## config.mk

```make
export PLATFORM = sky130hd
export DESIGN_NAME = fifo_wr
export DESIGN_NICKNAME = d
export VERILOG_FILES = /design/src/rtl/fifo_wr.sv
export SDC_FILE = /design/constraint.sdc
export NUM_CORES = 1
export LEC_CHECK = 0
export ABC_CLOCK_PERIOD_IN_PS = 6700
export BUFFER_PORTS_ARGS = -buffer_cell sky130_fd_sc_hd__buf_2
export CAP_MARGIN = 20
export CORE_MARGIN = 1
export CORE_UTILIZATION = 35
export CTS_CLUSTER_DIAMETER = 150
export DETAILED_ROUTE_END_ITERATION = 12
export HOLD_SLACK_MARGIN = 0.05
export PLACE_DENSITY = 0.72
export SLEW_MARGIN = 20
export SYNTH_ARGS = -nofsm -noshare
export SYNTH_HDL_FRONTEND = slang
export SYNTH_SLANG_ARGS = --single-unit
```

## constraint.sdc

```tcl
create_clock -name wclk -period 6.7 [get_ports wclk]
set_input_delay 1.005 -clock wclk [delete_from_list [all_inputs] [get_ports wclk]]
set_output_delay 1.005 -clock wclk [all_outputs]
set_load 0.05 [all_outputs]
```

## src/rtl/fifo_wr.sv

```systemverilog
// rtl/fifo_wr.sv - async FIFO write-side pointer, full, level and overflow control (option macro: FIFO_WR_OVERFLOW_EN)
module fifo_wr #(
    parameter int ADDR_WIDTH     = 4,
    parameter int ALMOST_FULL_TH = 6
) (
    input  logic                  wclk,
    input  logic                  wrst_n,
    input  logic                  winc,
    input  logic [ADDR_WIDTH-1:0] wq2_rptr,
    input  logic                  wovf_clr,
    output logic                  wen,
    output logic [ADDR_WIDTH-2:0] waddr,
    output logic [ADDR_WIDTH-1:0] wptr,
    output logic                  wfull,
    output logic [ADDR_WIDTH-1:0] wlevel,
    output logic                  walmost_full,
    output logic                  woverflow
);

    localparam logic [ADDR_WIDTH-1:0] AF_TH     = ADDR_WIDTH'(ALMOST_FULL_TH);
    // Inverting the two MSBs of the read Gray pointer gives the write pointer value at full.
    localparam logic [ADDR_WIDTH-1:0] FULL_MASK = ADDR_WIDTH'(3) << (ADDR_WIDTH - 2);

    logic [ADDR_WIDTH-1:0] wbin;
    logic [ADDR_WIDTH-1:0] wbin_next;
    logic [ADDR_WIDTH-1:0] wgray_next;
    logic [ADDR_WIDTH-1:0] rbin;

    assign wfull      = (wptr == (wq2_rptr ^ FULL_MASK));
    assign wen        = winc & ~wfull;
    assign wbin_next  = wbin + {{(ADDR_WIDTH-1){1'b0}}, wen};
    assign wgray_next = wbin_next ^ (wbin_next >> 1);
    assign waddr      = wbin[ADDR_WIDTH-2:0];

    always_comb begin
        rbin = '0;
        rbin[ADDR_WIDTH-1] = wq2_rptr[ADDR_WIDTH-1];
        for (int i = ADDR_WIDTH - 2; i >= 0; i--) begin
            rbin[i] = rbin[i+1] ^ wq2_rptr[i];
        end
    end

    assign wlevel       = wbin - rbin;
    assign walmost_full = (wlevel >= AF_TH);

    always_ff @(posedge wclk or negedge wrst_n) begin
        if (!wrst_n) begin
            wbin <= '0;
            wptr <= '0;
        end else begin
            wbin <= wbin_next;
            wptr <= wgray_next;
        end
    end

`ifdef FIFO_WR_OVERFLOW_EN
    // A dropped write in the same cycle as a clear keeps the flag set.
    always_ff @(posedge wclk or negedge wrst_n) begin
        if (!wrst_n) begin
            woverflow <= 1'b0;
        end else if (winc && wfull) begin
            woverflow <= 1'b1;
        end else if (wovf_clr) begin
            woverflow <= 1'b0;
        end
    end
`else
    logic unused_ovf_clr;
    assign unused_ovf_clr = wovf_clr;
    assign woverflow      = 1'b0;
`endif

endmodule

```

# Word-level counts from Yosys, hierarchy flattened
# Cells that the tools add are included.
word_totals:
  register_bits: 8
  romBits: 0
  n_memories: 0
  in_bits: 8
  ram_bits: 0
  word_cells: 13
  latchBits: 0
op_classes:
  magnitude_cmp: 1
  mux: 0
  n_shift: 0
  n_reduce_logical: 0
  eq_ne: 1
  div: 0
  bitwise: 7
  mul: 0
  add_sub_neg: 2
op_table:
  columns: ["operator", "count"]
  rows:
  - ["$add A4 B1 Y4", 1]
  - ["$eq A4 B4 Y1", 1]
  - ["$ge A4 B3 Y1 const B", 1]
  - ["$sub A4 B4 Y4", 1]
  - ["$xor A4 B3 Y4", 1]
  - ["$xor A1 B1 Y1", 3]
  - ["$not A2 Y2", 1]
  - ["$and A1 B1 Y1", 1]
  - ["$not A1 Y1", 1]

# Logic depth before layout (Yosys ltp)
# Gate-level depths: netlist of run 1.
depth:
  ltp_word: 6
  depth_mapped: 10

# Worst setup path before layout of run 1
# No wires, ideal clock.
synth_path:
  kind: "input to output"
  from: "input port wq2_rptr[2]"
  to: "output port walmost_full"
  path_stages: 10
  setup_slack_ns: 2.313
  t_arrival_ns: 3.382
  path_cell_list: "xnor2_2 > xor2_1 > xnor2_1 > ha_1 > inv_1 > fa_1 > nand2_1 > o21ai_0 > a21oi_1 > o211ai_1"
synth_via:
  elab_chain_len: 5
synth_lines:
  columns: ["element", "line_no", "text"]
  rows:
  - ["start, declared", "9", "input logic [ADDR_WIDTH-1:0] wq2_rptr,"]
  - ["$xor A1 B1 Y1 * (2 in series)", "39", "rbin[i] = rbin[i+1] ^ wq2_rptr[i];"]
  - ["$xor A1 B1 Y1", "39", null]
  - ["$sub A4 B4 Y4 *", "43", "assign wlevel = wbin - rbin;"]
  - ["via wlevel[1]", "15", "output logic [ADDR_WIDTH-1:0] wlevel,"]
  - ["$ge A4 B3 Y1 *", "44", "assign walmost_full = (wlevel >= AF_TH);"]
  - ["end, declared", "16", "output logic walmost_full,"]
# The timed path passes the listed nets; every way through them passes the cells marked *.

# Worst setup path in the final report of run 1
layout_path:
  from: "input port wq2_rptr[2]"
  to: "output port walmost_full"
layout_via:
  elab_chain_len: 5
layout_lines:
  columns: ["element", "line_no"]
  rows:
  - ["$xor A1 B1 Y1 *", "39"]
  - ["$xor A1 B1 Y1 (2 in series)", "39"]
  - ["$sub A4 B4 Y4 *", "43"]
  - ["$ge A4 B3 Y1 *", "44"]
# Every way passes the cells marked *; elsewhere a longest branch is shown, timed or not.

==> flow_metrics.env, run 1 <==
export IMPL_outcome="completed"
export IMPL_globalRouteTotalUtil_pct=12.98
export IMPL_endpoint_kind="output pin"
export IMPL_netlist_area_um2=500.5
export IMPL_final_layout_size_suffix_gt1_share_pct=40.30
export IMPL_antenna_found_initial=0
export IMPL_grt_pass1_vias=342
export IMPL_synthTopCellsByArea="dfrtp_1 (35%), ha_1 (13%), xor2_1 (12%)"
export IMPL_critical_path_top_delay_family="XOR/XNOR gates"
export IMPL_postSynth_asyncResetShare_pct=100.0
export IMPL_fp_row_count=13
export IMPL_cts_sinks=7
export IMPL_portBuffers=20
export IMPL_synth_seq_cells=7
export IMPL_ys_flop_type="dfrtp_1"
export IMPL_cts_root_buf="clkbuf_4"
export IMPL_crit_arrival_ns=3.16
export IMPL_grt_overflow=0
export IMPL_path_buf_inv=3
export IMPL_critPathLaunchType="input port"
export IMPL_dieArea_um2=1585
export IMPL_cp_cell_sequence="buf_2 > xnor2_2 > xor2_1 > xnor2_1 > ha_1 > inv_1 > fa_1 > nand2_1 > o21ai_0 > a21oi_1 > o211ai_1 > buf_2"
export IMPL_clk_latency_ns=0.24
export IMPL_htree_levels=1
export IMPL_period_needed_ns=4.169
export IMPL_max_freq_ghz=0.2399
export IMPL_num_vias=355
export IMPL_skew_ns=0.001166
export IMPL_pin_count=23
export IMPL_netlist_instances=44
export IMPL_yosys_area_top_type="dfrtp_1"
export IMPL_syn_avg_cell_area_um2=11.37
export IMPL_cts_buffers=3
export IMPL_initial_core_util_pct=37.99
export IMPL_path_class="in -> out"
export IMPL_crit_required_ns=5.69
export IMPL_cts_repair_resized=0
export IMPL_diodes=0
export IMPL_routed_wl_um=795
export IMPL_synth_edf_count=0
export IMPL_synth_warnings=0
export IMPL_yosysUniqueCellTypes=20
export IMPL_finalSetupTns_ns=0
export IMPL_fin_nets=82
export IMPL_syn_num_nets=58
export IMPL_drtPass1Iterations=1
export IMPL_cts_setup_buffers=0
export IMPL_cts_tree="done"
export IMPL_ant_nets=0
export IMPL_ctsHoldBuffers=0
export IMPL_coreArea_um2=1318
export IMPL_clk_pin_slew_ns=0.05
export IMPL_dr_first_iter_drc_count=0
export IMPL_fin_crit_sh_pct=62.23
export IMPL_netlist_area_leader_share_pct=35.00
export IMPL_grt_pass1_wl_mm=1.331
export IMPL_gp_congestion=0.6686
export IMPL_slowest_stage="fa_1"
export IMPL_setup_viol=0
export IMPL_report_final_slew_viol_count=0
export IMPL_seq_area_frac_synth_pct=35.00
export IMPL_drv_cap=0
export IMPL_grt_max_degree=8
export IMPL_rsz0062_at_grt="false"
export IMPL_syn_to_final_growth_pct=27.50
export IMPL_wl_per_cell_um=9.695
export IMPL_slowest_delay_ns=0.51
export IMPL_min_path_type="reg -> reg"
export IMPL_die_width_um=39.82
export IMPL_crit_fanout=3
export IMPL_via_per_inst=4.329
export IMPL_clock_path_buffers=2
export IMPL_drc_errors=0
export IMPL_cpMostUsedCell="buf_2"
export IMPL_synth_common_cells="dfrtp_1 (7), xor2_1 (7), ha_1 (5), xnor2_1 (5), inv_1 (3)"
export IMPL_place_hpwl_um=720.5
export IMPL_die_y_um=39.82
export IMPL_final_hold_violation_count=0
-- flip-flops by register name (all words and copies together), names as in the netlist --
name  cells
wbin      4
wptr      3
-- cell families after synthesis --
| kind of cell | after synthesis | share of synthesized area (%) |
|---|---|---|
| xor+xnor | 14 | 27.50 |
| simple gates | 7 | 10.00 |
| flops | 7 | 35.00 |
| fa+ha+maj | 6 | 16.50 |
| compound gates | 5 | 6.498 |
| buf+inv | 4 | 3.750 |
| other cells | 1 | 0.7493 |
-- final timing paths --
| kind | from | endpoint | slack, ns | cells past startpoint |
|---|---|---|---|---|
| max in group asynchronous | wrst_n | wbin[1] | 5.96 | 1 |
| min in group asynchronous | wrst_n | wbin[3] | 0.59 | 1 |
| min | wbin[0] | wbin[0] | 0.55 | 1 |
| max reg2reg | wbin[3] | wptr[1] | 4.71 | 8 |
| max | wq2_rptr[2] | walmost_full | 2.53 | 12 |
| min reg2reg | wbin[0] | wbin[0] | 0.55 | 1 |
-- per-layer routing --
layer / wire length [um] / vias to the layer above / track usage, %
li1: - / 185 / -
met1: 310 / 159 / 13.73
met2: 442 / 11 / 22.13
met3: 43 / 0 / 3.977
met4: 0 / 0 / 7.759
met5: 0 / - / 0
-- cell usage in the layout, fill, tap and decap left out, types with 2 or more instances in the layout --
cell,instances
a21o_1,2
buf_2,20
clkbuf_4,3
dfrtp_1,7
ha_1,5
inv_1,3
nand3_1,2
xnor2_1,5
xor2_1,7
-- area by class of cell --
type,count,area (um^2)
Fill cell,128,679.4
Clock buffer,4,26.28
Inverter,3,11.26
Timing Repair Buffer,20,100.1
Tap cell,15,18.77
Multi-Input combinational cell,33,306.5
Sequential cell,7,175.2
-- per-stage QoR --
step	area [um^2]	hold slack (ns)	setup slack (ns)	cells	utilization, %
2_1_floorplan	500.5	0.7094	2.313	44	-
3_3_place_gp	611.8	0.5442	2.510	78	46.44
3_5_place_dp	611.8	0.5471	2.484	78	46.44
4_1_cts	638.1	0.5590	2.494	82	48.43
5_1_grt	638.1	0.5644	2.361	82	48.43
6_report	638.1	0.5544	2.531	82	48.43
Power of run 1 is not shown: default switching activity piles up to over one toggle a cycle in this logic, so the estimate is an artifact.
==> run 2, diff against run 1 <==
ABC_AREA = 1   (was default)
ABC_CLOCK_PERIOD_IN_PS = 3800   (was 6700)
CORE_ASPECT_RATIO = 0.9   (was default)
PLACE_DENSITY = 0.73   (was 0.72)
clock period = 3.8 ns   (was 6.7 ns; I/O delays follow)
==> run 2 against run 1 <==
Effect of this change: hold slack worse by 0.41 ns; register-to-register slack got worse by 2.7 ns; design area is 11% higher; critical path type unchanged; sequential cell count unchanged; critical path depth grew 2; worst setup slack lost 1.6 ns; final cell count is 49% higher; routed wire length increased by 22%; area after synthesis increased by 12%; die area is 12% higher; synthesized cell count rose by 75%; core utilization is 0.50 points lower.
==> flow_metrics.env, run 2 <==
export IMPL_hold_ws_ns=0.1436
export IMPL_syn_avg_cell_area_um2=7.312
export IMPL_synthTopCellsByArea="dfrtp_1 (31%), nand2_1 (21%), ha_1 (11%)"
export IMPL_crit_end="walmost_full"
export IMPL_die_y_um=40.05
export IMPL_cts_setup_buffers=0
export IMPL_synth_common_cells="nand2_1 (31), inv_1 (11), dfrtp_1 (7), nand3_1 (7), ha_1 (5)"
export IMPL_portBuffers=20
export IMPL_coreArea_um2=1480
export IMPL_globalRouteTotalUtil_pct=12.63
export IMPL_preCtsSetupSlack_ns=0.9560
export IMPL_wl_per_cell_um=7.951
export IMPL_ant_nets=0
export IMPL_cts_buffers=3
export IMPL_grt_pass1_wl_mm=1.531
export IMPL_htree_levels=1
export IMPL_crit_required_ns=3.23
export IMPL_place_hpwl_um=880.6
export IMPL_final_hold_violation_count=0
export IMPL_fin_util_pct=47.93
export IMPL_critical_path_top_delay_family="simple AND/OR/NAND/NOR gates"
export IMPL_initial_core_util_pct=38.04
export IMPL_slowest_stage="fa_1"
export IMPL_syn_num_nets=91
export IMPL_final_cell_mix="nand2_1 (31), buf_2 (20), inv_1 (11), nand3_1 (7), dfrtp_1 (7)"
export IMPL_yosysMostFrequentCell="nand2_1"
export IMPL_clk_pin_slew_ns=0.05
export IMPL_netlist_area_leader_share_pct=31.11
export IMPL_grt_max_degree=8
export IMPL_clock_path_buffers=2
export IMPL_critPathLaunchType="input port"
export IMPL_fin_nets=115
export IMPL_outcome="completed"
export IMPL_grt_pass1_vias=394
export IMPL_crit_arrival_ns=2.26
export IMPL_syn_to_final_growth_pct=26.00
export IMPL_top_regs="wbin x4, wptr x3"
export IMPL_gp_congestion=0.7445
export IMPL_cpMostUsedCell="nand2_1"
export IMPL_r2r_end="wptr[1]"
export IMPL_via_per_inst=4.221
export IMPL_max_freq_ghz=0.3534
export IMPL_clk_latency_ns=0.24
export IMPL_die_width_um=44.28
export IMPL_yosysUniqueCellTypes=17
export IMPL_synth_edf_count=0
export IMPL_netlist_area_um2=563.0
export IMPL_yosys_area_top_type="dfrtp_1"
export IMPL_seq_area_frac_synth_pct=31.11
export IMPL_cp_depth=14
export IMPL_drc_errors=0
export IMPL_crit_start="wq2_rptr[2]"
export IMPL_dr_first_iter_drc_count=4
export IMPL_largest_register="wbin"
export IMPL_largest_reg_flops=4
export IMPL_pin_count=23
export IMPL_grt_overflow=0
export IMPL_setup_viol=0
export IMPL_synth_seq_cells=7
export IMPL_reg2reg_slack_ns=1.98
export IMPL_routed_wl_um=970
export IMPL_layout_commonest_cell="nand2_1"
export IMPL_dieArea_um2=1773
export IMPL_cts_sinks=7
export IMPL_netlist_instances=77
export IMPL_rsz0062_at_grt="false"
export IMPL_report_final_slew_viol_count=0
export IMPL_diodes=0
export IMPL_min_path_type="in -> async"
export IMPL_crit_fanout=4
export IMPL_r2r_start="wbin[3]"
export IMPL_drtPass1Iterations=2
export IMPL_cts_root_buf="clkbuf_4"
export IMPL_cts_tree="done"
export IMPL_num_vias=515
export IMPL_period_needed_ns=2.829
export IMPL_setup_slack_ns=0.9707
export IMPL_antenna_found_initial=0
export IMPL_postSynth_asyncResetShare_pct=100.0
export IMPL_endpoint_kind="output pin"
export IMPL_slowest_delay_ns=0.37
export IMPL_drv_cap=0
export IMPL_fin_crit_sh_pct=74.46
export IMPL_path_class="in -> out"
export IMPL_skew_ns=0.004334
export IMPL_ctsHoldBuffers=0
export IMPL_path_buf_inv=4
export IMPL_final_layout_size_suffix_gt1_share_pct=30.00
export IMPL_fp_row_count=13
export IMPL_r2r_cells=10
export IMPL_ys_flop_type="dfrtp_1"
export IMPL_cp_cell_sequence="buf_2 > inv_1 > nand2_1 > nand3_1 > nand2_2 > nand2_1 > nand2_1 > ha_1 > inv_1 > fa_1 > xor2_1 > nand2_1 > nand3_1 > buf_2"
export IMPL_cts_repair_resized=0
export IMPL_synth_warnings=0
export IMPL_finalSetupTns_ns=0
-- run 2: kinds of logic after synthesis --
| kind of cell | after synthesis | share of synthesized area (%) |
|---|---|---|
| xor gates and xnor gates | 5 | 9.113 |
| adders and majority gates | 6 | 14.67 |
| buffers and inverters | 13 | 9.333 |
| AOI/OAI and AO/OA | 1 | 0.8880 |
| DFF | 7 | 31.11 |
| other | 1 | 0.6660 |
| and+or+nand+nor | 44 | 34.22 |
-- run 2: final cells by class --
type                    count  area (um^2)
inverters                  12        45.04
clock buffers               4        26.28
repair buffers             20        100.1
well taps                  22        27.53
flip-flops and latches      7        175.2
fillers                   149        770.7
multi-input cells          57        335.3
-- run 2: how the worst min path moves through the flow --
stage	end	slack, ns	cells past startpoint
global placement	wbin[0]	0.41	1
CTS	wbin[0]	0.14	1
global route	wbin[1]	0.14	1
detailed placement	wbin[0]	0.41	1
floorplan	wbin[0]	0.27	0
finish	wbin[1]	0.14	1
-- run 2: per-stage QoR --
step,cell area [um^2],cells
5_1_grt,709.4,122
3_3_place_gp,683.2,118
6_report,709.4,122
2_1_floorplan,563.0,77
4_1_cts,709.4,122
3_5_place_dp,683.2,118
-- run 2: metal layers --
layer | routed length (um) | GRT usage [%] | up-vias | share of wire, %
li1 | - | - | 280 | -
met3 | 37 | 3.604 | 0 | 3.8
met4 | 0 | 6.818 | 0 | 0
met2 | 500 | 20.96 | 12 | 52
met1 | 432 | 15.07 | 223 | 45
met5 | 0 | 0 | - | 0
Power of run 2 is left out for the same reason.
==> run 3, diff against run 2 <==
ABC_AREA = 0   (was 1)
ABC_CLOCK_PERIOD_IN_PS = 2700   (was 3800)
CORE_ASPECT_RATIO = default   (was 0.9)
PLACE_DENSITY = 0.72   (was 0.73)
clock period = 2.7 ns   (was 3.8 ns; I/O delays follow)
==> run 3 against run 2 <==
Effect of this change: the run now ends with negative setup slack left; register-to-register slack got worse by 1.2 ns; core utilization rose by 8.7 points; sequential share of layout area fell by 1.0 points; final cell count fell by 27%; worst setup slack got worse by 1.0 ns; largest cell class unchanged.
==> flow_metrics.env, run 3 (synthesis results as in run 1) <==
export IMPL_num_vias=390
export IMPL_globalRouteTotalUtil_pct=13.23
export IMPL_crit_required_ns=2.30
export IMPL_period_needed_ns=2.765
export IMPL_fill_cells=125
export IMPL_pin_count=23
export IMPL_via_per_inst=4.382
export IMPL_r2r_start="wbin[3]"
export IMPL_cts_root_buf="clkbuf_4"
export IMPL_drc_errors=0
export IMPL_report_final_slew_viol_count=0
export IMPL_layout_commonest_cell="buf_2"
export IMPL_ant_nets=0
export IMPL_crit_arrival_ns=2.36
export IMPL_wl_per_cell_um=10.37
export IMPL_dieArea_um2=1585
export IMPL_largest_register="wbin"
export IMPL_rsz0062_at_grt="true"
export IMPL_preCtsSetupSlack_ns=-0.1741
export IMPL_grt_max_degree=8
export IMPL_initial_core_util_pct=37.99
export IMPL_min_path_type="in -> async"
export IMPL_final_cells=89
export IMPL_coreArea_um2=1318
export IMPL_final_layout_size_suffix_gt1_share_pct=52.70
export IMPL_drtPass1Iterations=4
export IMPL_clk_latency_ns=0.25
export IMPL_endpoint_kind="output pin"
export IMPL_portBuffers=20
export IMPL_gp_congestion=0.6578
export IMPL_grt_overflow=0
export IMPL_setup_viol=1
export IMPL_drv_cap=0
export IMPL_crit_fanout=3
export IMPL_max_freq_ghz=0.3617
export IMPL_routed_wl_um=923
export IMPL_largest_reg_flops=4
export IMPL_antenna_found_initial=0
export IMPL_finalSetupTns_ns=-0.06504
export IMPL_final_hold_violation_count=0
export IMPL_crit_start="wq2_rptr[2]"
export IMPL_cts_tree="done"
export IMPL_fin_area_um2=745.7
export IMPL_grt_pass1_vias=354
export IMPL_violations="negative setup slack"
export IMPL_clock_path_buffers=2
export IMPL_reg2reg_slack_ns=0.74
export IMPL_fin_nets=89
export IMPL_setup_slack_ns=-0.06504
export IMPL_diodes=0
export IMPL_place_hpwl_um=750.4
export IMPL_dr_first_iter_drc_count=2
export IMPL_htree_levels=1
export IMPL_grt_pass1_wl_mm=1.338
export IMPL_outcome="complete, but fails checks"
export IMPL_fp_row_count=13
export IMPL_fin_crit_sh_pct=102.4
export IMPL_place_inst=82
export IMPL_clk_pin_slew_ns=0.05
export IMPL_skew_ns=0.004405
export IMPL_final_cell_mix="buf_2 (16), buf_4 (8), xor2_1 (6), dfrtp_1 (6), xnor2_1 (5)"
export IMPL_place_area_um2=666.9
export IMPL_cts_sinks=7
export IMPL_syn_to_final_growth_pct=49.00
export IMPL_path_class="in -> out"
export IMPL_critPathLaunchType="input port"
export IMPL_die_y_um=39.82
export IMPL_cts_buffers=3
export IMPL_top_regs="wbin x4, wptr x3"
export IMPL_die_width_um=39.82
[run 3: cell types whose count changed in the layout (fill, tap and decap cells not counted), moves of 2 or more]
cell / delta
nand2_1: -30
inv_1: -9
buf_4: +8
nand3_1: -5
buf_2: -4
xor2_1: +4
xnor2_1: +3
a21o_1: +2
buf_8: +2
nor2_2: -2
[run 3: worst paths after layout]
path                                 to  depth (start not counted)
max in group asynchronous       wbin[3]                          2
hold reg to reg                 wbin[3]                          1
setup reg to reg                wptr[2]                          8
min in group wclk               wbin[3]                          1
setup / recovery           walmost_full                         12
hold / removal                  wptr[1]                          2
[run 3: area by class of cell]
cell class	count	area, um^2	area share [%]
Tap cell	15	18.77	2.517
Inverter	3	11.26	1.510
Sequential cell	7	176.4	23.66
Multi-Input combinational cell	33	332.8	44.63
Timing Repair Buffer	27	180.2	24.16
Clock buffer	4	26.28	3.523
[run 3: routing by layer]
metal  vias up  global-route usage [%]  share of wire [%]
li1        202                       -                  -
met5         -                       0                  0
met2        11                   25.41                 57
met3         0                       0                1.4
met4         0                   10.34                  0
met1       177                   13.07                 41
[run 3: critical path: stages]
cell      delay (ns)
buf_8           0.11
xnor2_4         0.19
xor2_2          0.18
xnor2_1         0.14
ha_2            0.19
inv_2           0.04
fa_2            0.54
nand2_1         0.06
o21ai_1         0.13
a21oi_1         0.05
o211ai_1        0.10
buf_4           0.23
[run 3: what timing repair did]
item,CTS,global route
endpoints found under the setup margin,1,1
gates cloned,0,0
resized for setup,8,3
hold buffers,1,0
setup buffers,1,1
hold endpoints to repair,7,0
pin swaps,8,3
[run 3: stage by stage]
step / utilization (%) / hold slack [ns]
floorplan: - / 0.1094
global placement: 50.62 / 0.2389
detailed placement: 50.62 / 0.2413
CTS: 55.56 / 0.5015
global route: 56.60 / 0.5302
finish: 56.60 / 0.5138
Power of run 3 is left out for the same reason.
